`src/rtl/stopwatch_core.sv`:
```
// Stopwatch run control and BCD time base (SS.hh, 00.00-99.99).
// Debounced button levels are turned into single-cycle events; a prescaler
// divides clk down to 1/100 s ticks that advance a 4-digit BCD counter.
module stopwatch_core #(
    parameter int unsigned TICK_DIV = 500000,
    parameter int unsigned PW       = 19
) (
    input  logic        clk,
    input  logic        reset,
    input  logic        start,
    input  logic        pause,
    input  logic        stop,
    output logic [15:0] digits,
    output logic        running,
    output logic        overflow
);

    typedef enum logic [1:0] {StIdle, StRun, StPause, StStop} state_e;

    localparam logic [PW-1:0] PrescMax = PW'(TICK_DIV - 1);

    state_e        state_q, state_d;
    logic          start_q, pause_q, stop_q;
    logic [PW-1:0] presc_q, presc_d;
    logic [15:0]   digits_q, digits_d;
    logic [15:0]   digits_inc;
    logic          digits_carry;
    logic          overflow_q, overflow_d;
    logic          running_q;
    logic          start_raw, pause_raw, stop_raw;
    logic          start_ev, pause_ev, stop_ev;
    logic          tick;

    // Rising-edge events with priority stop > pause > start; losers are dropped.
    always_comb begin
        start_raw = start & ~start_q;
        pause_raw = pause & ~pause_q;
        stop_raw  = stop & ~stop_q;
        stop_ev   = stop_raw;
        pause_ev  = pause_raw & ~stop_raw;
        start_ev  = start_raw & ~pause_raw & ~stop_raw;
    end

    assign tick = (state_q == StRun) && (presc_q == PrescMax);

    // BCD increment by one hundredth; carry out of the top digit means 99.99 wrapped.
    always_comb begin
        digits_inc   = digits_q;
        digits_carry = 1'b1;
        for (int i = 0; i < 4; i++) begin
            if (digits_carry) begin
                if (digits_q[4*i +: 4] == 4'd9) begin
                    digits_inc[4*i +: 4] = 4'd0;
                end else begin
                    digits_inc[4*i +: 4] = digits_q[4*i +: 4] + 4'd1;
                    digits_carry         = 1'b0;
                end
            end
        end
    end

    // Next-state, prescaler and counter update.
    always_comb begin
        state_d    = state_q;
        presc_d    = presc_q;
        digits_d   = digits_q;
        overflow_d = 1'b0;
        case (state_q)
            StIdle: begin
                if (start_ev) begin
                    state_d  = StRun;
                    presc_d  = '0;
                    digits_d = '0;
                end
            end
            StRun: begin
                // The tick lands even if an event leaves RUN on this same edge.
                if (tick) begin
                    presc_d    = '0;
                    digits_d   = digits_inc;
                    overflow_d = digits_carry;
                end else begin
                    presc_d = presc_q + 1'b1;
                end
                if (stop_ev) begin
                    state_d = StStop;
                end else if (pause_ev) begin
                    state_d = StPause;
                end
            end
            StPause: begin
                // Prescaler is left untouched so the resumed tick keeps its phase.
                if (stop_ev) begin
                    state_d = StStop;
                end else if (pause_ev || start_ev) begin
                    state_d = StRun;
                end
            end
            StStop: begin
                if (start_ev) begin
                    state_d  = StRun;
                    presc_d  = '0;
                    digits_d = '0;
                end
            end
            default: begin
                state_d = StIdle;
            end
        endcase
    end

    // State registers with asynchronous reset.
    always_ff @(posedge clk or posedge reset) begin
        if (reset) begin
            state_q    <= StIdle;
            start_q    <= 1'b0;
            pause_q    <= 1'b0;
            stop_q     <= 1'b0;
            presc_q    <= '0;
            digits_q   <= '0;
            overflow_q <= 1'b0;
            running_q  <= 1'b0;
        end else begin
            state_q    <= state_d;
            start_q    <= start;
            pause_q    <= pause;
            stop_q     <= stop;
            presc_q    <= presc_d;
            digits_q   <= digits_d;
            overflow_q <= overflow_d;
            running_q  <= (state_d == StRun);
        end
    end

    assign digits   = digits_q;
    assign running  = running_q;
    assign overflow = overflow_q;

endmodule
```
`config.mk`:
```
export PLATFORM = sky130hd
export DESIGN_NAME = stopwatch_core
export DESIGN_NICKNAME = d
export VERILOG_FILES = /design/src/rtl/stopwatch_core.sv
export SDC_FILE = /design/constraint.sdc
export NUM_CORES = 1
export LEC_CHECK = 0
export CORE_AREA = 5 5 85 87
export DETAILED_ROUTE_END_ITERATION = 7
export DIE_AREA = 0 0 90 92
export GPL_TIMING_DRIVEN = 0
export PLACE_DENSITY = 0.57
export SETUP_SLACK_MARGIN = 0.4
export SYNTH_ARGS = -nofsm -noshare
export SYNTH_HDL_FRONTEND = slang
export SYNTH_SLANG_ARGS = --single-unit
```
`constraint.sdc`:
```
create_clock -name clk -period 5.72 [get_ports clk]
set_clock_uncertainty 0.2 [all_clocks]
set_input_delay 1.144 -clock clk [delete_from_list [all_inputs] [get_ports clk]]
set_output_delay 1.144 -clock clk [all_outputs]
set_load 0.01 [all_outputs]
```
## Yosys cells after proc, flatten, opt, wreduce, memory -nomap -nowiden

Index checks and enable logic that the tools add are counted.

| storage, ports and cells | value |
|---|---|
| input port bits | 5 |
| bits in registers | 42 |
| word-level logic and storage cells | 79 |
| output and inout port bits | 18 |

| operators by class | value |
|---|---|
| eq/ne operators | 14 |
| mux-type cells | 28 |
| bitwise operators | 11 |
| add/subtract/negate cells | 5 |
| reductions and logical operators | 10 |

Operator list:

| cell | count |
|---|---|
| 2-to-1 mux 19 bit | 2 |
| case mux 19 bit (2 select lines) | 1 |
| 2-to-1 mux 16 bit | 2 |
| case mux 16 bit (2 select lines) | 1 |
| 2-to-1 mux 4 bit | 7 |
| adder 19 x 1 -> 19 bit, second input constant | 1 |
| equality test 19 bit, second input constant | 1 |
| adder 4 x 1 -> 4 bit, second input constant | 4 |
| equality test 4 bit, second input constant | 4 |
| AND reduction 4 bit | 3 |
| 2-to-1 mux 2 bit | 5 |
| 2-to-1 mux 1 bit | 9 |
| inequality test 2 x 1 -> 1 bit, second input constant | 4 |
| bitwise AND 1 bit | 6 |
| case mux 2 bit (3 select lines) | 1 |
| NOT 1 bit | 5 |
| equality test 2 x 1 -> 1 bit, second input constant | 2 |
| equality test 2 bit, second input constant | 2 |
| AND reduction 3 bit | 1 |
| logical NOT 2 bit | 1 |
| inequality test 2 bit, second input constant | 1 |
| AND reduction 2 bit | 1 |
| nonzero test 2 bit | 1 |
| OR reduction 2 bit | 1 |
| 2 further kinds | 2 |

## Longest topological paths before layout

| depth | value |
|---|---|
| depth after elaboration | 10 |
| gate-level depth with buffers | 9 |
| mapped depth without buffers | 7 |

## Worst setup path before layout

OpenSTA, ideal clock, no wires.

| timing | value |
|---|---|
| kind | input to register |
| start | input stop |
| end | register digits_q[10] (netlist: digits[10]) |
| library setup time | 0.133 ns |
| path slack | 2.958 ns |
| data arrival time | 2.429 ns |
| data required time | 5.387 ns |
| stages on the path | 7 |
| path buffers | 3 |
| cell sequence | nor2b_1 -> clkbuf_1 -> o41a_1 -> buf_6 -> buf_2 -> o31ai_1 -> o41ai_1 |

| between the ends | value |
|---|---|
| word-level cells in the longest chain between the ends | 5 |

Ends and longest elaborated chain:

| what | line | source |
|---|---|---|
| start: declaration | 12 | `input logic stop,` |
| bitwise AND 1 bit | 38 | `stop_raw = stop & ~stop_q;` |
| NOT 1 bit | 41 | `start_ev = start_raw & ~pause_raw & ~stop_raw;` |
| bitwise AND 1 bit | 41 |  |
| inequality test 2 x 1 -> 1 bit (no line) | -- |  |
| AND reduction 4 bit (no line) | -- |  |
| end signal: assignment | 129 | `digits_q <= digits_d;` |
| end: declaration | 25 | `logic [15:0] digits_q, digits_d;` |

Every way passes these cells.
A chain may end at the register's enable or synchronous reset.

## Final worst setup path

| timing | value |
|---|---|
| start | input stop |
| end | register digits_q[11] (netlist: digits[11]) |

The elaborated chain is that of the path after synthesis.

==> results.cfg <==
[outcome]
status = finished clean

[timing]
hold_viol = 0
period_share_pct = 55.31
hold_ws_ns = 0.3428
setup_tns_ns = 0
setup_violations = 0
worst_pin_slew_ns = 0.9945
slew_viol_final = 0
max_freq_ghz = 0.3161
min_period_ns = 3.164
rsz0062_at_grt = no
slew_headroom_pct = 32.98

[pwr]
internal-power_w = 0.0007256
power.density_mw_per_mm2 = 432.6
pwr-share-clk_pct = 16.1
seqPwrFrac_pct = 36.6
netSwitchingFraction_pct = 42.27
leakagePower_nw = 1.198
combinationalPowerShare_pct = 47.3
ir_worst_vdd_uv = 216.6
p_switching_w = 0.0005313

[floorplanning]
dieArea_mm2 = 0.008280
die_y_um = 92
start_util_pct = 39.47
rows = 29
die_x_um = 90
ios = 23
core_mm2 = 0.006277

[detailed_routing]
drc_errors = 0
drt-total-wl_mm = 5.738
routedWlPerCell_um = 15.76
vias = 2081
viasPerCell = 5.717
drtPass1Iterations = 4
postRouteAntennaNets = 0
drt_iter0_markers = 106

[worst_setup_path]
crit_required_ns = 5.69
start_kind = input port
cp_slowest_cell = o41a_1
worstSetupEndpointType = register
cp.arrival_ns = 3.14
crit-reg2reg-launch = state_q[0]
worstSetupStartpoint = stop
max_stage_delay_ns = 0.49
path_max_fanout = 10
critPathKind = input port to register
crit_chain = clkdlybuf4s50_1 -> nor2b_1 -> clkbuf_1 -> o41a_1 -> buf_6 -> buf_2 -> o31ai_1 -> o41ai_1

[cts]
cts_root_buf = clkbuf_8
cts.clk_slew.worst_paths_ns = 0.08
hold_buffers = 0
cts_max_level = 2
cts_tree = done
clk_latency_ns = 0.30
cts_buffers = 5
cts-resized-gates = 0
cts_sinks = 42
postCtsSetupRepairBufs = 0
clockBufferDepth = 2

[synthesis]
synth_seq_cells = 42
ys_async_sr_fraction_pct = 100.0
synth_top_area_cell = dfrtp_1
synth_most_common_cell = dfrtp_1
synth_common_cells = dfrtp_1 (42), nor2_1 (21), nor3_1 (17), nand2_1 (14), nand3_1 (14)
synth_fp_nets = 273
postSynthAreaPerCell_um2 = 9.677
synth.top_cell.area_share_pct = 42.42
synth_area_mm2 = 0.002477
syn_inst = 256
synth.area.top_cells = dfrtp_1 (42%), ha_1 (6.1%), xnor2_1 (3.5%)
ys_warn_count = 0
synth_ff_type = dfrtp_1
ys_types = 59
ys_seq_area_share_pct = 42.42
synth_edf_count = 0

[finish]
fill_cells = 613
diodes = 0
finalNonFillerCells = 364
nets = 303
areaGrowthSynthToFinish_pct = 17.27
drive_gt1_share_pct = 9.756

[placed_design]
dp_hpwl_mm = 4.224
io_buffers = 22
dp.cells = 356
place.gp.congestion = 0.7917

[run]
maxCapViolCount = 0

[hold_path]
hp-start = presc_q[18]
hp-class = register to register

[global_routing]
grt_pass1_vias = 2002
overflow = 0
grt_pass1_wl_mm = 9.853
grt_max_degree = 24
antenna_found_initial = 0
grt.total_usage_pct = 14.33
metrics by stage:
step / util (%) / setup WS [ns] / total power (W) / area (µm²)
2_1_floorplan: - / 2.958 / 0.0008346 / 2477
3_3_place_gp: 44.51 / 2.257 / 0.001051 / 2794
3_5_place_dp: 44.83 / 2.262 / 0.001065 / 2814
4_1_cts: 46.28 / 2.573 / 0.001273 / 2905
5_1_grt: 46.28 / 2.417 / 0.001357 / 2905
6_report: 46.28 / 2.556 / 0.001257 / 2905
logic make-up after synthesis:
| kind of cell | share of synthesized area (%) |
|---|---|
| AO/OA/AOI/OAI | 16.31 |
| XOR/XNOR | 4.242 |
| adder cells (fa/ha/maj) | 6.060 |
| buffers and inverters | 3.283 |
| flip-flops | 42.42 |
| multiplexers | 0.8586 |
| AND/OR/NAND/NOR | 26.82 |
layout by cell type (no fill, tap or decap), drive strengths merged, types with 3 or more instances in the layout:
cell type      count
and3               5
a21oi              8
nand2             14
ha                12
o41ai              5
inv               10
dfrtp             42
o21ai             13
and4               3
clkdlybuf4s50     22
o31ai              6
nor2b              4
or3                4
nand3b             3
a31oi              5
nor2              21
nor3              18
nor3b              3
clkbuf             9
xnor2             10
nand4             10
nand3             14
nor4               4
nand2b             5
buf                6
registers in the layout (all words and copies together) (netlist names):
signal / cells
presc_q: 19
digits: 16
state_q: 2
overflow: 1
pause_q: 1
running: 1
start_q: 1
stop_q: 1
critical path, delay by kind of cell:
family | cells | cell delay, ns
compound gates | 3 | 0.86
buf+inv | 4 | 0.99
simple gates | 1 | 0.13
metal layers:
metal  share of wire (%)  track usage [%]  wire length (µm)
met1                  51            19.98              2907
met2                  44            22.07              2543
met3                 3.9            3.682               226
met4                 1.1            3.970                61
met5                   0                0                 0
cell type report:
cell class	count	area, µm²	share of cell area (%)
multi-input cells	197	1345	46.30
flip-flops and latches	42	1051	36.18
repair buffers	23	240.2	8.269
well taps	77	96.34	3.316
clock buffers	7	86.33	2.972
plain buffers	7	41.29	1.421
inverters	10	40.04	1.378
clock inverters	1	5.005	0.1723
power groups by stage:
stage / registers (W) / clock network (W) / logic (W)
6_report: 0.000460 / 0.000202 / 0.000595
5_1_grt: 0.000473 / 0.000221 / 0.000662
4_1_cts: 0.000460 / 0.000212 / 0.000601
3_5_place_dp: 0.000466 / 0 / 0.000599
3_3_place_gp: 0.000465 / 0 / 0.000586
2_1_floorplan: 0.000467 / 0 / 0.000367
final timing paths:
path | to | slack (ns) | depth (start not counted)
worst max-delay path | digits[11] | 2.56 | 8
worst min-delay path | presc_q[18] | 0.34 | 1
worst max register to register | digits[6] | 3.11 | 7
worst min register to register | presc_q[18] | 0.34 | 1
max in group asynchronous | presc_q[4] | 3.86 | 3
min in group asynchronous | running | 0.98 | 2
Note: power is estimated with default switching activity, not from simulation.
==> RTL edit 1 (same flow settings) <==
Remove the register `running_q`: a continuous assignment takes its place, so the output `running` follows one clock earlier.
--- a/src/rtl/stopwatch_core.sv
+++ b/src/rtl/stopwatch_core.sv
@@ -121,3 +121,2 @@
             overflow_q <= 1'b0;
-            running_q  <= 1'b0;
         end else begin
@@ -130,5 +129,6 @@
             overflow_q <= overflow_d;
-            running_q  <= (state_d == StRun);
         end
     end
+
+    assign running_q = (state_d == StRun);
 
Check against the original RTL: not equivalent (Yosys sat finds a counterexample within 4 cycles, from zero or initial values and one cycle with reset high).
==> RTL edit 1 against the original RTL <==
  * Worst setup slack lost 1.7 ns
  * Sequential cell count shrank 1
  * Power shrank 1.8%
  * Synthesized cell count shrank 0.39%
  * Sequential share of layout area shrank 0.41 points
  * Area after synthesis shrank 1.0%
  * Cell area shrank 1.2%
  * Wire length shrank 0.71%
  * Count of clock-buffer cells in the layout grew 1
==> RTL edit 1: results <==
export IMPL_via_per_inst=5.769
export IMPL_reg2reg_depth=8
export IMPL_port_buffer_count=22
export IMPL_largest_register="presc_q"
export IMPL_ys_types=59
export IMPL_r2r_end="presc_q[6]"
export IMPL_place_ws_ns=0.9085
export IMPL_avgSynthCellArea_sq_um=9.617
export IMPL_cts_resized=0
export IMPL_synthTopCellsByArea="dfrtp_1 (42%), ha_1 (6.1%), xnor2_1 (3.6%), nor3_1 (3.5%), nor2_1 (3.2%)"
export IMPL_drt_iter0_drc=131
export IMPL_antenna_found_initial=0
export IMPL_whs_ns=0.3509
export IMPL_peakVddDrop_v=0.0002108
export IMPL_critPathSlowestCell="clkdlybuf4s50_1"
export IMPL_dp_cells=355
export IMPL_top_usage_layer="met2"
export IMPL_grtUsageMet3_pct=3.437
export IMPL_first_pass_iters=5
export IMPL_tightest_slew_ns=0.9598
export IMPL_clkLatencyLatePin_ns=0.30
export IMPL_crit_arrival_ns=3.47
export IMPL_synth_seq_area_share_pct=41.84
export IMPL_h_tree_depth=2
export IMPL_drt_met1_wl_microns=2768
export IMPL_synth_nets=272
export IMPL_path_max_fanout=8
export IMPL_r2r_start="state_q[0]"
export IMPL_top_layer="met4"
export IMPL_hpwl_microns=4129
export IMPL_wl_per_cell_microns=15.69
export IMPL_grt_max_degree=42
export IMPL_grt_met1_usage_pct=19.98
export IMPL_grt_pass1_wl_microns=9832
export IMPL_dr_total_vias=2094
export IMPL_rrSetupSlack_ns=3.12
export IMPL_gp_congestion=0.7938
export IMPL_p_leak_nw=1.176
export IMPL_grtUsageTotal_pct=14.40
export IMPL_hp_start="presc_q[18]"
export IMPL_grt_pass1_vias=1993
export IMPL_drive_gt1_share_pct=9.091
export IMPL_largest_reg_flops=19
export IMPL_routed_wl_met3_microns=269
export IMPL_final_nets=302
export IMPL_slowest_delay_ns=0.54
export IMPL_num_antenna_cells=0
export IMPL_synthArstFlopShare_pct=100.0
export IMPL_grtUsageMet2_pct=21.77
export IMPL_status="complete, no violations"
export IMPL_wl_met2_microns=2580
export IMPL_synth_common_cells="dfrtp_1 (41), nor2_1 (21), nor3_1 (17)"
export IMPL_worstHoldPathType="reg2reg"
-- RTL edit 1: changes by cell type in the layout (fill, tap and decap cells not counted) --
| cell | change |
|---|---|
| dfrtp_1 | -1 |
| clkbuf_1 | +2 |
| clkinv_2 | -1 |
| clkbuf_8 | -1 |
-- RTL edit 1: layout make-up --
cell class                      instances  area (sq um)
Tap cell                               77         96.34
Buffer                                  7         41.29
Timing Repair Buffer                   23         240.2
Fill cell                             632          3408
Sequential cell                        41          1026
Inverter                               10         40.04
Multi-Input combinational cell        197          1345
Clock buffer                            8         80.08
-- RTL edit 1: metrics by stage --
step | util [%] | instance area [sq um]
finish | 45.70 | 2869
CTS | 45.70 | 2869
global route | 45.70 | 2869
floorplan | - | 2452
global placement | 44.11 | 2769
detailed placement | 44.43 | 2789
-- RTL edit 1: cell families after synthesis --
group           synth area share, %
buf+inv                       3.316
xor+xnor                      4.286
fa+ha+maj                     6.122
compound gates                16.48
flops                         41.84
mux                          0.8673
simple gates                  27.09
-- RTL edit 1: report_power, final --
part | internal [mW] | switching, mW | total [mW]
clock network | 0.0868 | 0.0999 | 0.187
registers | 0.358 | 0.0903 | 0.448
logic | 0.265 | 0.334 | 0.599
total | 0.710 | 0.524 | 1.23
-- RTL edit 1: worst max-delay path by stage --
stage,start,end,depth (start not counted)
floorplan,stop,running,6
global placement,stop,running,8
detailed placement,stop,running,8
CTS,stop,running,8
global route,stop,running,8
finish,stop,running,8
-- RTL edit 1: worst max-delay path, delay by kind of cell --
family,cells,cell delay [ns]
AND/OR/NAND/NOR,3,0.70
AO/OA/AOI/OAI,2,0.49
buffers and inverters,3,1.14
==> RTL edit 2 (config.mk and constraints unchanged) <==
Made on the original files. The parameter `TICK_DIV` goes from 500000 to 262144.
--- a/src/rtl/stopwatch_core.sv
+++ b/src/rtl/stopwatch_core.sv
@@ -4,3 +4,3 @@
 module stopwatch_core #(
-    parameter int unsigned TICK_DIV = 500000,
+    parameter int unsigned TICK_DIV = 262144,
     parameter int unsigned PW       = 19
Behaviour: no difference found for any inputs over 10 cycles, from zero or initial values and one cycle with reset high; that may be too few to reach the edited logic, so the function may still have changed.
==> RTL edit 2 against the original RTL <==
  * Hold slack worse by 0.016 ns
  * Critical path type unchanged
  * Wire length decreased by 10%
  * Highest routed layer unchanged
  * Largest cell class unchanged
  * Utilization decreased by 0.80 points
  * Non-clock buffer count did not move
  * Cell area is 1.7% lower
  * Worst setup slack lost 0.12 ns
  * Sequential cell count did not move
  * Area after synthesis shrank 1.5%
  * Power rose by 1.8%
==> RTL edit 2: results <==
export IMPL_synthAdderAreaFrac_pct=6.154
export IMPL_post_cts_repair_setup_buffers=0
export IMPL_critPathSlowestCell="o41ai_1"
export IMPL_place_ws_ns=2.064
export IMPL_worstHoldPathType="reg2reg"
export IMPL_synth_nets=268
export IMPL_num_antenna_cells=0
export IMPL_grt_pass1_wl_microns=9259
export IMPL_synthXorXnorAreaFrac_pct=5.026
export IMPL_hpwl_microns=3845
export IMPL_port_buffer_count=22
export IMPL_clkLatencyLatePin_ns=0.29
export IMPL_grt_met1_usage_pct=18.82
export IMPL_place_area_sq_um=2776
export IMPL_grt_max_degree=31
export IMPL_tightest_slew_ns=1.007
export IMPL_synthTopCellsByArea="dfrtp_1 (43%), ha_1 (6.2%), xnor2_1 (4.7%), nor2_1 (4.5%), nand3_1 (2.9%)"
export IMPL_yosysTopAreaCellShare_pct=43.08
export IMPL_fill_cells=592
export IMPL_peakVddDrop_v=0.0002174
export IMPL_p_sw_share_pct=43.13
export IMPL_path_clk_slew_ns=0.08
export IMPL_crit_arrival_ns=3.26
export IMPL_wl_per_cell_microns=14.36
export IMPL_largest_reg_flops=19
export IMPL_via_per_inst=5.480
export IMPL_antenna_found_initial=0
export IMPL_gp_congestion=0.7959
export IMPL_synthMuxAreaShare_pct=2.205
export IMPL_crit_family="compound AO/OA/AOI/OAI gates"
export IMPL_grtUsageMet2_pct=20.49
export IMPL_status="complete, no violations"
export IMPL_drive_gt1_share_pct=10.32
export IMPL_ys_types=54
export IMPL_drt_iter0_drc=75
export IMPL_path_max_fanout=7
export IMPL_grt_pass1_vias=1906
export IMPL_dp_cells=351
export IMPL_avgSynthCellArea_sq_um=9.720
export IMPL_layout_cells_non_filler=358
export IMPL_grtUsageMet3_pct=2.619
export IMPL_p_leak_nw=1.159
export IMPL_synth_common_cells="dfrtp_1 (42), nor2_1 (29), nand2_1 (17)"
export IMPL_yosys_warnings=0
export IMPL_largest_register="presc_q"
export IMPL_synth_compound_area_share_pct=14.15
export IMPL_final_nets=298
export IMPL_grtUsageTotal_pct=13.12
export IMPL_synth_seq_area_share_pct=43.08
export IMPL_slowest_delay_ns=0.90
==> RTL edit 2: cell families after synthesis <==
| group | Yosys count |
|---|---|
| buffers and inverters | 22 |
| multiplexers | 5 |
| AND/OR/NAND/NOR | 109 |
| AO/OA/AOI/OAI | 47 |
| adder cells (fa/ha/maj) | 12 |
| flip-flops | 42 |
| XOR/XNOR | 14 |
==> RTL edit 2: power by group through the flow <==
stage / clock network, mW / registers [mW] / logic [mW]
4_1_cts: 0.190 / 0.455 / 0.657
3_3_place_gp: 0 / 0.461 / 0.651
3_5_place_dp: 0 / 0.460 / 0.654
6_report: 0.179 / 0.454 / 0.646
2_1_floorplan: 0 / 0.465 / 0.418
5_1_grt: 0.201 / 0.469 / 0.732
==> RTL edit 2: worst paths after layout <==
check                                 from         end  slack, ns  cells past startpoint
worst max-delay path                 pause   digits[5]       2.44                      5
worst max register to register  state_q[0]   digits[5]       3.02                      6
worst min-delay path            digits[15]  digits[15]       0.33                      1
min in group asynchronous            reset   digits[3]       0.92                      2
worst min register to register  digits[15]  digits[15]       0.33                      1
max in group asynchronous            reset  presc_q[2]       3.94                      3
==> RTL edit 2: worst reg2reg max path: stages (launching register included) <==
cell	delay, ns
dfrtp_1	0.39
inv_1	0.09
ha_1	0.32
inv_2	0.07
o41ai_1	0.92
nand2_1	0.27
o41ai_1	0.33
==> RTL edit 2: layout make-up <==
type	count	share of cell area, %
multi-input cells	187	45.40
flip-flops and latches	42	36.81
repair buffers	23	8.414
well taps	77	3.374
clock buffers	5	2.410
inverters	15	1.972
plain buffers	7	1.271
clock inverters	2	0.3506
==> RTL edit 2: per-layer routing <==
| layer | part of all wire (%) | up-vias | routed length, microns |
|---|---|---|---|
| li1 | - | 982 | - |
| met1 | 50 | 943 | 2578 |
| met2 | 46 | 33 | 2361 |
| met3 | 3.2 | 4 | 167 |
| met4 | 0.64 | 0 | 33 |
| met5 | 0 | - | 0 |
==> RTL edit 2: stage by stage <==
step | util [%] | hold slack, ns | total power [mW]
floorplan | - | 0.3100 | 0.8831
global placement | 43.91 | 0.3327 | 1.112
detailed placement | 44.23 | 0.3070 | 1.114
CTS | 45.49 | 0.3275 | 1.301
global route | 45.49 | 0.3383 | 1.402
finish | 45.49 | 0.3264 | 1.279
